### src/rtl/fifo_pkg.sv
// Shared definitions for the single-clock FIFO: default sizes, depth and count-width helpers,
// and the per-edge operation encoding used by the occupancy counter.
package fifo_pkg;

    localparam int DEF_DATA_SIZE    = 8;
    localparam int DEF_ADDRESS_SIZE = 5;

    typedef enum logic [1:0] {
        OP_IDLE  = 2'b00,
        OP_READ  = 2'b01,
        OP_WRITE = 2'b10,
        OP_BOTH  = 2'b11
    } fifo_op_e;

    function automatic int fifo_depth(input int address_size);
        return int'(32'd1 << address_size);
    endfunction

    function automatic int count_width(input int address_size);
        return address_size + 1;
    endfunction

endpackage

### src/rtl/sync_fifo_ram.sv
// Simple dual-port storage for sync_fifo: gated write port, registered read port.
// Only the read register is reset; the array itself keeps whatever it held.
module sync_fifo_ram
    import fifo_pkg::*;
#(
    parameter int data_Size    = DEF_DATA_SIZE,
    parameter int address_Size = DEF_ADDRESS_SIZE
) (
    input  logic                    Clk,
    input  logic                    Rst,
    input  logic                    w_En,
    input  logic [address_Size-1:0] w_Addr,
    input  logic [data_Size-1:0]    w_Data,
    input  logic                    r_En,
    input  logic [address_Size-1:0] r_Addr,
    output logic [data_Size-1:0]    r_Data
);

    localparam int DEPTH = fifo_depth(address_Size);

    logic [data_Size-1:0] mem_r [DEPTH];
    logic [data_Size-1:0] r_data_r;

    // Storage array write port
    always_ff @(posedge Clk) begin
        if (w_En) begin
            mem_r[w_Addr] <= w_Data;
        end else begin
            mem_r[w_Addr] <= mem_r[w_Addr];
        end
    end

    // Registered read port; holds its value when no read is enabled
    always_ff @(posedge Clk or posedge Rst) begin
        if (Rst) begin
            r_data_r <= {data_Size{1'b0}};
        end else if (r_En) begin
            r_data_r <= mem_r[r_Addr];
        end else begin
            r_data_r <= r_data_r;
        end
    end

    assign r_Data = r_data_r;

endmodule

### src/rtl/sync_fifo.sv
// Single-clock FIFO: pointers, occupancy count, status flags and sticky error flags
// around a dual-port RAM with a registered read port.
module sync_fifo
    import fifo_pkg::*;
#(
    parameter int data_Size        = DEF_DATA_SIZE,
    parameter int address_Size     = DEF_ADDRESS_SIZE,
    parameter int almost_Full_Lvl  = 28,
    parameter int almost_Empty_Lvl = 4
) (
    input  logic                            Clk,
    input  logic                            Rst,
    input  logic                            w_Enable,
    input  logic [data_Size-1:0]            write_Data,
    input  logic                            r_Enable,
    output logic [data_Size-1:0]            read_Data,
    output logic                            read_Valid,
    output logic                            fifo_Full,
    output logic                            fifo_Empty,
    output logic                            almost_Full,
    output logic                            almost_Empty,
    output logic [count_width(address_Size)-1:0] fill_Count,
    output logic                            overflow,
    output logic                            underflow,
    input  logic                            err_Clr
);

    localparam int                DEPTH    = fifo_depth(address_Size);
    localparam int                CW       = count_width(address_Size);
    localparam logic [CW-1:0]     DEPTH_C  = CW'(DEPTH);
    localparam logic [CW-1:0]     AFULL_C  = CW'(almost_Full_Lvl);
    localparam logic [CW-1:0]     AEMPTY_C = CW'(almost_Empty_Lvl);
    localparam logic [CW-1:0]     ONE_C    = {{address_Size{1'b0}}, 1'b1};

    generate
        if ((almost_Empty_Lvl < 0) || (almost_Empty_Lvl >= almost_Full_Lvl) ||
            (almost_Full_Lvl > DEPTH)) begin : g_bad_levels
            $error("sync_fifo: need 0 <= almost_Empty_Lvl < almost_Full_Lvl <= depth");
        end
    endgenerate

    logic [CW-1:0] wptr_r;
    logic [CW-1:0] rptr_r;
    logic [CW-1:0] count_r;
    logic [CW-1:0] count_nxt_s;
    logic          read_valid_r;
    logic          overflow_r;
    logic          underflow_r;
    logic          wr_ok_s;
    logic          rd_ok_s;
    fifo_op_e      op_s;

    // Flags come straight from the registered count, so they only move on Clk
    assign fifo_Full    = (count_r == DEPTH_C);
    assign fifo_Empty   = (count_r == {CW{1'b0}});
    assign almost_Full  = (count_r >= AFULL_C);
    assign almost_Empty = (count_r <= AEMPTY_C);
    assign fill_Count   = count_r;
    assign read_Valid   = read_valid_r;
    assign overflow     = overflow_r;
    assign underflow    = underflow_r;

    assign wr_ok_s = w_Enable && !fifo_Full;
    assign rd_ok_s = r_Enable && !fifo_Empty;

    // Classify this edge's accepted operations and derive the next occupancy
    always_comb begin
        op_s        = OP_IDLE;
        count_nxt_s = count_r;
        case ({wr_ok_s, rd_ok_s})
            2'b10:   op_s = OP_WRITE;
            2'b01:   op_s = OP_READ;
            2'b11:   op_s = OP_BOTH;
            default: op_s = OP_IDLE;
        endcase
        case (op_s)
            OP_WRITE: count_nxt_s = count_r + ONE_C;
            OP_READ:  count_nxt_s = count_r - ONE_C;
            OP_BOTH:  count_nxt_s = count_r;
            default:  count_nxt_s = count_r;
        endcase
    end

    // Pointers, occupancy and read strobe; the pointer MSB is the wrap bit
    always_ff @(posedge Clk or posedge Rst) begin
        if (Rst) begin
            wptr_r       <= {CW{1'b0}};
            rptr_r       <= {CW{1'b0}};
            count_r      <= {CW{1'b0}};
            read_valid_r <= 1'b0;
        end else begin
            wptr_r       <= wr_ok_s ? (wptr_r + ONE_C) : wptr_r;
            rptr_r       <= rd_ok_s ? (rptr_r + ONE_C) : rptr_r;
            count_r      <= count_nxt_s;
            read_valid_r <= rd_ok_s;
        end
    end

    // Sticky error flags: a new violation outranks a same-cycle clear
    always_ff @(posedge Clk or posedge Rst) begin
        if (Rst) begin
            overflow_r  <= 1'b0;
            underflow_r <= 1'b0;
        end else begin
            if (w_Enable && fifo_Full) begin
                overflow_r <= 1'b1;
            end else if (err_Clr) begin
                overflow_r <= 1'b0;
            end else begin
                overflow_r <= overflow_r;
            end
            if (r_Enable && fifo_Empty) begin
                underflow_r <= 1'b1;
            end else if (err_Clr) begin
                underflow_r <= 1'b0;
            end else begin
                underflow_r <= underflow_r;
            end
        end
    end

    sync_fifo_ram #(
        .data_Size    (data_Size),
        .address_Size (address_Size)
    ) u_ram (
        .Clk    (Clk),
        .Rst    (Rst),
        .w_En   (wr_ok_s),
        .w_Addr (wptr_r[address_Size-1:0]),
        .w_Data (write_Data),
        .r_En   (rd_ok_s),
        .r_Addr (rptr_r[address_Size-1:0]),
        .r_Data (read_Data)
    );

endmodule

### config.mk
export PLATFORM = sky130hd
export DESIGN_NAME = sync_fifo
export DESIGN_NICKNAME = d
export VERILOG_FILES = /design/src/rtl/fifo_pkg.sv /design/src/rtl/sync_fifo_ram.sv /design/src/rtl/sync_fifo.sv
export SDC_FILE = /design/constraint.sdc
export NUM_CORES = 1
export LEC_CHECK = 0
export ABC_AREA = 1
export CAP_MARGIN = 40
export CELL_PAD_IN_SITES_DETAIL_PLACEMENT = 2
export CELL_PAD_IN_SITES_GLOBAL_PLACEMENT = 2
export CORE_UTILIZATION = 45
export DETAILED_ROUTE_END_ITERATION = 7
export DONT_BUFFER_PORTS = 1
export PLACE_DENSITY = 0.94
export SLEW_MARGIN = 20
export SYNTH_ARGS = -nofsm -noshare
export SYNTH_HDL_FRONTEND = slang
export SYNTH_SLANG_ARGS = --single-unit
### constraint.sdc
create_clock -name Clk -period 6.55 [get_ports Clk]
set_input_delay 0.9825 -clock Clk [delete_from_list [all_inputs] [get_ports Clk]]
set_output_delay 0.9825 -clock Clk [all_outputs]
set_load 0.005 [all_outputs]
* Word-level counts from Yosys, hierarchy flattened
Memory sizes are Yosys's and may differ from the RTL's. A register that Yosys moved wholly into a read port is not among the register bits.
Index checks and enable logic that the tools add are counted.
** Cells by class
- Magnitude comparators :: 2
- Bitwise logic cells :: 1
- Reduce and logical (&&, ||, !) cells :: 11
- Multiplexer cells :: 9
- Add/sub/neg operators :: 4
- Equality and inequality tests :: 7
** Operators with widths (count)
- 6-bit by 1-bit adder with 6-bit output, second input constant :: 3
- 6-bit case mux with 2 select lines :: 1
- 8-bit 2-to-1 mux :: 1
- 2-bit == test, second input constant :: 3
- 6-bit == test, second input constant :: 1
- 6-bit by 5-bit >= comparator with 1-bit output, second input constant :: 1
- 6-bit by 3-bit <= comparator with 1-bit output, second input constant :: 1
- 6-bit zero test :: 1
- 1-bit 2-to-1 mux :: 6
- 2-bit case mux with 3 select lines :: 1
- 2-bit nonzero test :: 3
- 6-bit by 1-bit subtractor with 6-bit output, second input constant :: 1
- 2-bit by 1-bit == test with 1-bit output, second input constant :: 2
- 1-bit logical AND :: 4
- 1-bit zero test :: 2
- 2-bit AND reduction :: 1
- 0-bit inequality test :: 1
- 1-bit bitwise OR :: 1
** Storage, ports and cells
- Flip-flop bits (word level) :: 21
- RAM bits :: 256
- Memories kept :: 1
- Input port bits :: 13
** Memories
- u_ram.mem_r :: depth 32, bits a word 8, read ports 1, clocked after memory_dff 1, write ports 1, line sync_fifo_ram.sv:21 : logic [data_Size-1:0] mem_r [DEPTH];

* Logic depth before layout (Yosys ltp)
- Depth after elaboration :: 7
- Mapped depth :: 16
- Gate-level depth less buffers :: 15

* Modules after synthesis
From an unflattened synthesis, not the netlist that was laid out.
** Unflattened totals
- Cell total of the unflattened synthesis :: 1064
- Area, all modules :: 11995.3 sq um
** By module, submodules not included
- sync_fifo_ram :: instances 1, seq. area each 7887.6 sq um, area an instance 10866.7 sq um, cells each 925
- sync_fifo :: instances 1, seq. area each 475.5 sq um, area an instance 1128.6 sq um, cells each 139

* Worst setup path after synthesis
No wires, ideal clock.
- Kind :: input-to-reg
- Start :: in r_Enable
- End :: reg count_r[4], in the netlist fill_Count[4]
- Library setup time :: 0.128 ns
- Buffers on the path :: 1
- Path slack :: 3.945 ns
- Arrival time :: 2.477 ns
- Stages on the path :: 14
- Required time :: 6.422 ns
- Cells stage by stage :: nand2_2 > inv_1 > buf_2 > ha_1 > nand2_1 > inv_1 > nor2_1 > ha_1 > o21bai_1 > nand3_1 > nand2_1 > nand2_1 > nand3_1 > o21ai_0
** Between the ends
- Word-level cells in the longest chain between the ends :: 5
- Elaborated cells on any way between the ends :: 9
- Those cells by class :: eq/ne (5); mux (2); reduce/logical (2)
** Ends and longest elaborated chain
- from (decl) :: line sync_fifo.sv:15 : input logic r_Enable,
- 1-bit logical AND (*) :: line sync_fifo.sv:64 : assign rd_ok_s = r_Enable && !fifo_Empty;
- named net rd_ok_s :: line sync_fifo.sv:50 : logic rd_ok_s;
- 2-bit == test / 2-bit by 1-bit == test with 1-bit output (equally long branches) :: line sync_fifo.sv:70 : case ({wr_ok_s, rd_ok_s})
- 2-bit case mux with 3 select lines (*) :: line sync_fifo.sv:70
- 2-bit by 1-bit == test with 1-bit output / 2-bit == test (equally long branches) :: line sync_fifo.sv:76 : case (op_s)
- 6-bit case mux with 2 select lines / 2-bit nonzero test (equally long branches)
- to (signal assigned) :: line sync_fifo.sv:89 : count_r <= {CW{1'b0}};
- to (signal assigned) :: line sync_fifo.sv:94 : count_r <= count_nxt_s;
- to (decl) :: line sync_fifo.sv:44 : logic [CW-1:0] count_r;
Mark *: on every way through the listed nets, which the timed path passes. The rest lies on a longest branch.
A chain may end at the register's enable or synchronous reset.

* Worst setup path in the final report
- Start :: reg count_r[3], in the netlist fill_Count[3]
- End :: reg count_r[4], in the netlist fill_Count[4]
** Between the ends
- Word-level cells in the longest chain between the ends :: 7
- Elaborated cells on any way between the ends :: 16
- Those cells by class :: add/sub (2); eq/ne (6); mux (2); reduce/logical (6)
** Ends and longest elaborated chain (line)
- 6-bit == test / 6-bit zero test (equally long branches) :: sync_fifo.sv:54, sync_fifo.sv:55
- 1-bit zero test (on tied branches) :: sync_fifo.sv:63, sync_fifo.sv:64
- 1-bit logical AND (on tied branches) :: sync_fifo.sv:63, sync_fifo.sv:64
- 2-bit == test / 2-bit by 1-bit == test with 1-bit output (equally long branches) :: sync_fifo.sv:70
- 2-bit case mux with 3 select lines :: sync_fifo.sv:70
- 2-bit by 1-bit == test with 1-bit output / 2-bit == test (equally long branches) :: sync_fifo.sv:76
- 6-bit case mux with 2 select lines / 2-bit nonzero test (equally long branches)
Several ways; a longest one is shown, not always the timed one.

==> results.toml <==
[global_routing]
grt_max_degree = 77
grt_usage_pct = 35.4
antenna_found_initial = 0
grt_pass1_wl_um = 70900
grt_pass1_vias = 10500
grt-ovfl-total = 0

[logic_synthesis]
ys_warn_count = 0
synth-edff-count = 256
synth_most_common_cell = "nand2_1"
synth_top_area_cell = "edfxtp_1"
synth_cell_types = 28
synthTopCellsByArea = "edfxtp_1 (63%), nand2_1 (12%), nand3_1 (6.8%)"
netlist_instances = 1175
syn_avg_cell_area_um2 = 10.4
synthesis.area_um2 = 12200
ys_top_cells_by_count = "nand2_1 (380), edfxtp_1 (256), nand3_1 (167)"
ys_async_sr_fraction_pct = 9.54
ys_seq_area_share_pct = 68.4
yosys_register_bits = 283
synth_top_area_share_pct = 62.9
synth_ff_type = "edfxtp_1"
syn-num-nets = 1196

[setup_path]
cp.arrival_ns = 3.79
path_class = "register to register"
path_buf_inv = 3
path_max_fanout = 15
start_kind = "register"
slowest_delay_ns = 0.46
cp-end-kind = "register"
crit_chain = "inv_1 -> nand4_1 -> nand2_2 -> inv_1 -> ha_1 -> nand2_1 -> inv_1 -> nor2_1 -> ha_1 -> o21bai_1 -> nand3_1 -> nand2_1 -> nand2_1 -> nand3_1 -> o21ai_0"
crit_family = "simple AND/OR/NAND/NOR gates"
cp_data_required_time_ns = 6.98
crit_path_top_delay_cell = "dfrtp_1"

[clocking]
clk_pin_slew_ns = 0.09
cts_hold_buffers = 0
cts_made_buffers = 31
ctsHtreeMaxLevel = 1
cts_tree = "done"
cts_sinks = 283
postCtsSetupBuffers = 0
clk_path_buf_depth = 3
ctsRootBufferMaster = "clkbuf_16"
clock_latency_ns = 0.59
cts_resized = 0

[finish]
nets = 1215
layout.cells.non_filler = 1554
drive_gt1_share_pct = 7.96
syn_to_final_growth_pct = 12.5
fin_util_pct = 52.2
diodes = 0
nFillCells = 2592

[placement]
gp_congestion = 0.817
pre_cts_slack_ns = 3.15
post-dp-hpwl_um = 27000
numPortBuffers = 0
dp.cells = 1472

[timing]
timing.final.ws_setup_ns = 3.19
min_period_over_period_pct = 51.3
fin_crit_ns = 3.36
tightest_slew_ns = 0.869
setup_violations = 0
rsz0062_at_grt = "no"
slew-limit-headroom_pct = 41.9
fin_worst_skew_ns = 0.0286
finalHoldViolations = 0
slew_viol_final = 0
finalSetupTns_ns = 0
max_freq_ghz = 0.298

[route]
routed_via_density = 6.05
post_drt_wl_per_cell_um = 32.1
drt-total-wl_um = 49800
drt_iter0_markers = 936
drc = 0
vias = 9405
postRouteAntennaNets = 0
first_pass_iters = 5

[pwr]
vdd.ir_drop.worst_uv = 220
leakagePower_nw = 5.61
pwr_density_cell_nw_per_um2 = 470

[floorplanning]
rows = 59
die_area_um2 = 27800
core_um2 = 26400
start_util_pct = 46.4
die_y_um = 167
io-pin-count = 34
die_width_um = 167

[outcome]
outcome = "finished, final reports clean"

[hold_path]
hp-class = "input port to asynchronous set/reset pin"

[run]
maxCapViolations = 0
==> per-stage QoR <==
stage          power, mW  cell area (um^2)  hold slack, ns
2_1_floorplan       3.60             12200           0.473
4_1_cts             6.32             13500           0.403
6_report            6.46             13700           0.380
5_1_grt             6.66             13700           0.402
3_3_place_gp        4.10             12400           0.536
3_5_place_dp        4.31             12500           0.551
==> registers in the layout, summed over array words and instances, names as in the netlist <==
| register | flops |
|---|---|
| rptr_r | 5 |
| read_Valid | 1 |
| overflow | 1 |
| wptr_r | 5 |
| u_ram.mem_r | 256 |
| u_ram.r_Data | 8 |
| underflow | 1 |
| fill_Count | 6 |
==> per-layer routing <==
metal | vias up | GRT usage [%] | routed length [um]
met4 | 0 | 18.1 | 2490
met1 | 4842 | 42.1 | 18600
met5 | - | 0 | 0
met3 | 157 | 6.35 | 3690
met2 | 508 | 61.7 | 25100
li1 | 3898 | - | -
==> worst reg2reg max path: stages, from the launching register on <==
cell,delay [ns]
dfrtp_1,0.46
inv_1,0.20
nand4_1,0.16
nand2_2,0.31
inv_1,0.42
ha_1,0.46
nand2_1,0.14
inv_1,0.06
nor2_1,0.17
ha_1,0.19
o21bai_1,0.17
nand3_1,0.16
nand2_1,0.11
nand2_1,0.05
nand3_1,0.05
o21ai_0,0.09
==> placed cells by master (no fill, tap or decap), types with 5 or more instances in the layout <==
master	Yosys	layout
ha_1	8	8
buf_4	8	34
o21ai_0	17	17
clkbuf_16	0	31
nand2_1	380	380
edfxtp_1	256	256
clkbuf_1	7	6
clkinv_1	1	7
nor2_1	86	85
dfrtp_1	27	25
a21oi_1	17	17
clkinv_2	0	6
xor2_1	8	8
inv_1	132	131
nand3_1	167	167
bufinv_16	0	5
==> power by group <==
group | internal (mW) | switching, mW | leakage, nW | total, mW
clock network | 1.10 | 0.807 | 0.521 | 1.91
registers | 2.14 | 0.255 | 2.63 | 2.40
logic | 0.531 | 1.62 | 2.46 | 2.16
==> layout make-up <==
cell class	count	area (um^2)	area share (%)
Timing Repair Buffer	37	310	2.26
Clock inverter	18	218	1.58
Multi-Input combinational cell	705	3080	22.4
Sequential cell	283	8370	60.9
Inverter	136	512	3.72
Tap cell	335	419	3.05
Clock buffer	40	840	6.11
==> path summary, 6_finish.rpt <==
check	endpoint	cells after the start	slack, ns	start
hold reg to reg	underflow$_DFFE_PP0P_	2	0.56	underflow$_DFFE_PP0P_
max in group asynchronous	rptr_r[0]$_DFFE_PP0P_	2	5.79	Rst
setup / recovery	fill_Count[4]$_DFFE_PP0P_	15	3.19	fill_Count[3]$_DFFE_PP0P_
hold / removal	wptr_r[1]$_DFFE_PP0P_	2	0.38	Rst
setup reg to reg	fill_Count[4]$_DFFE_PP0P_	15	3.19	fill_Count[3]$_DFFE_PP0P_
min in group Clk	u_ram.mem_r[20][0]$_DFFE_PP_	0	0.49	write_Data[0]
==> cell families (layout without fill, tap and decap cells) <==
logic type,count (synthesis),after routing,synth area share [%]
and+or+nand+nor,645,645,21.8
DFF,283,283,68.4
buffers and inverters,187,231,6.40
AOI/OAI and AO/OA,41,41,1.82
xor gates and xnor gates,11,11,0.788
adders and majority gates,8,8,0.819
Note: power is estimated with default switching activity, not from simulation.
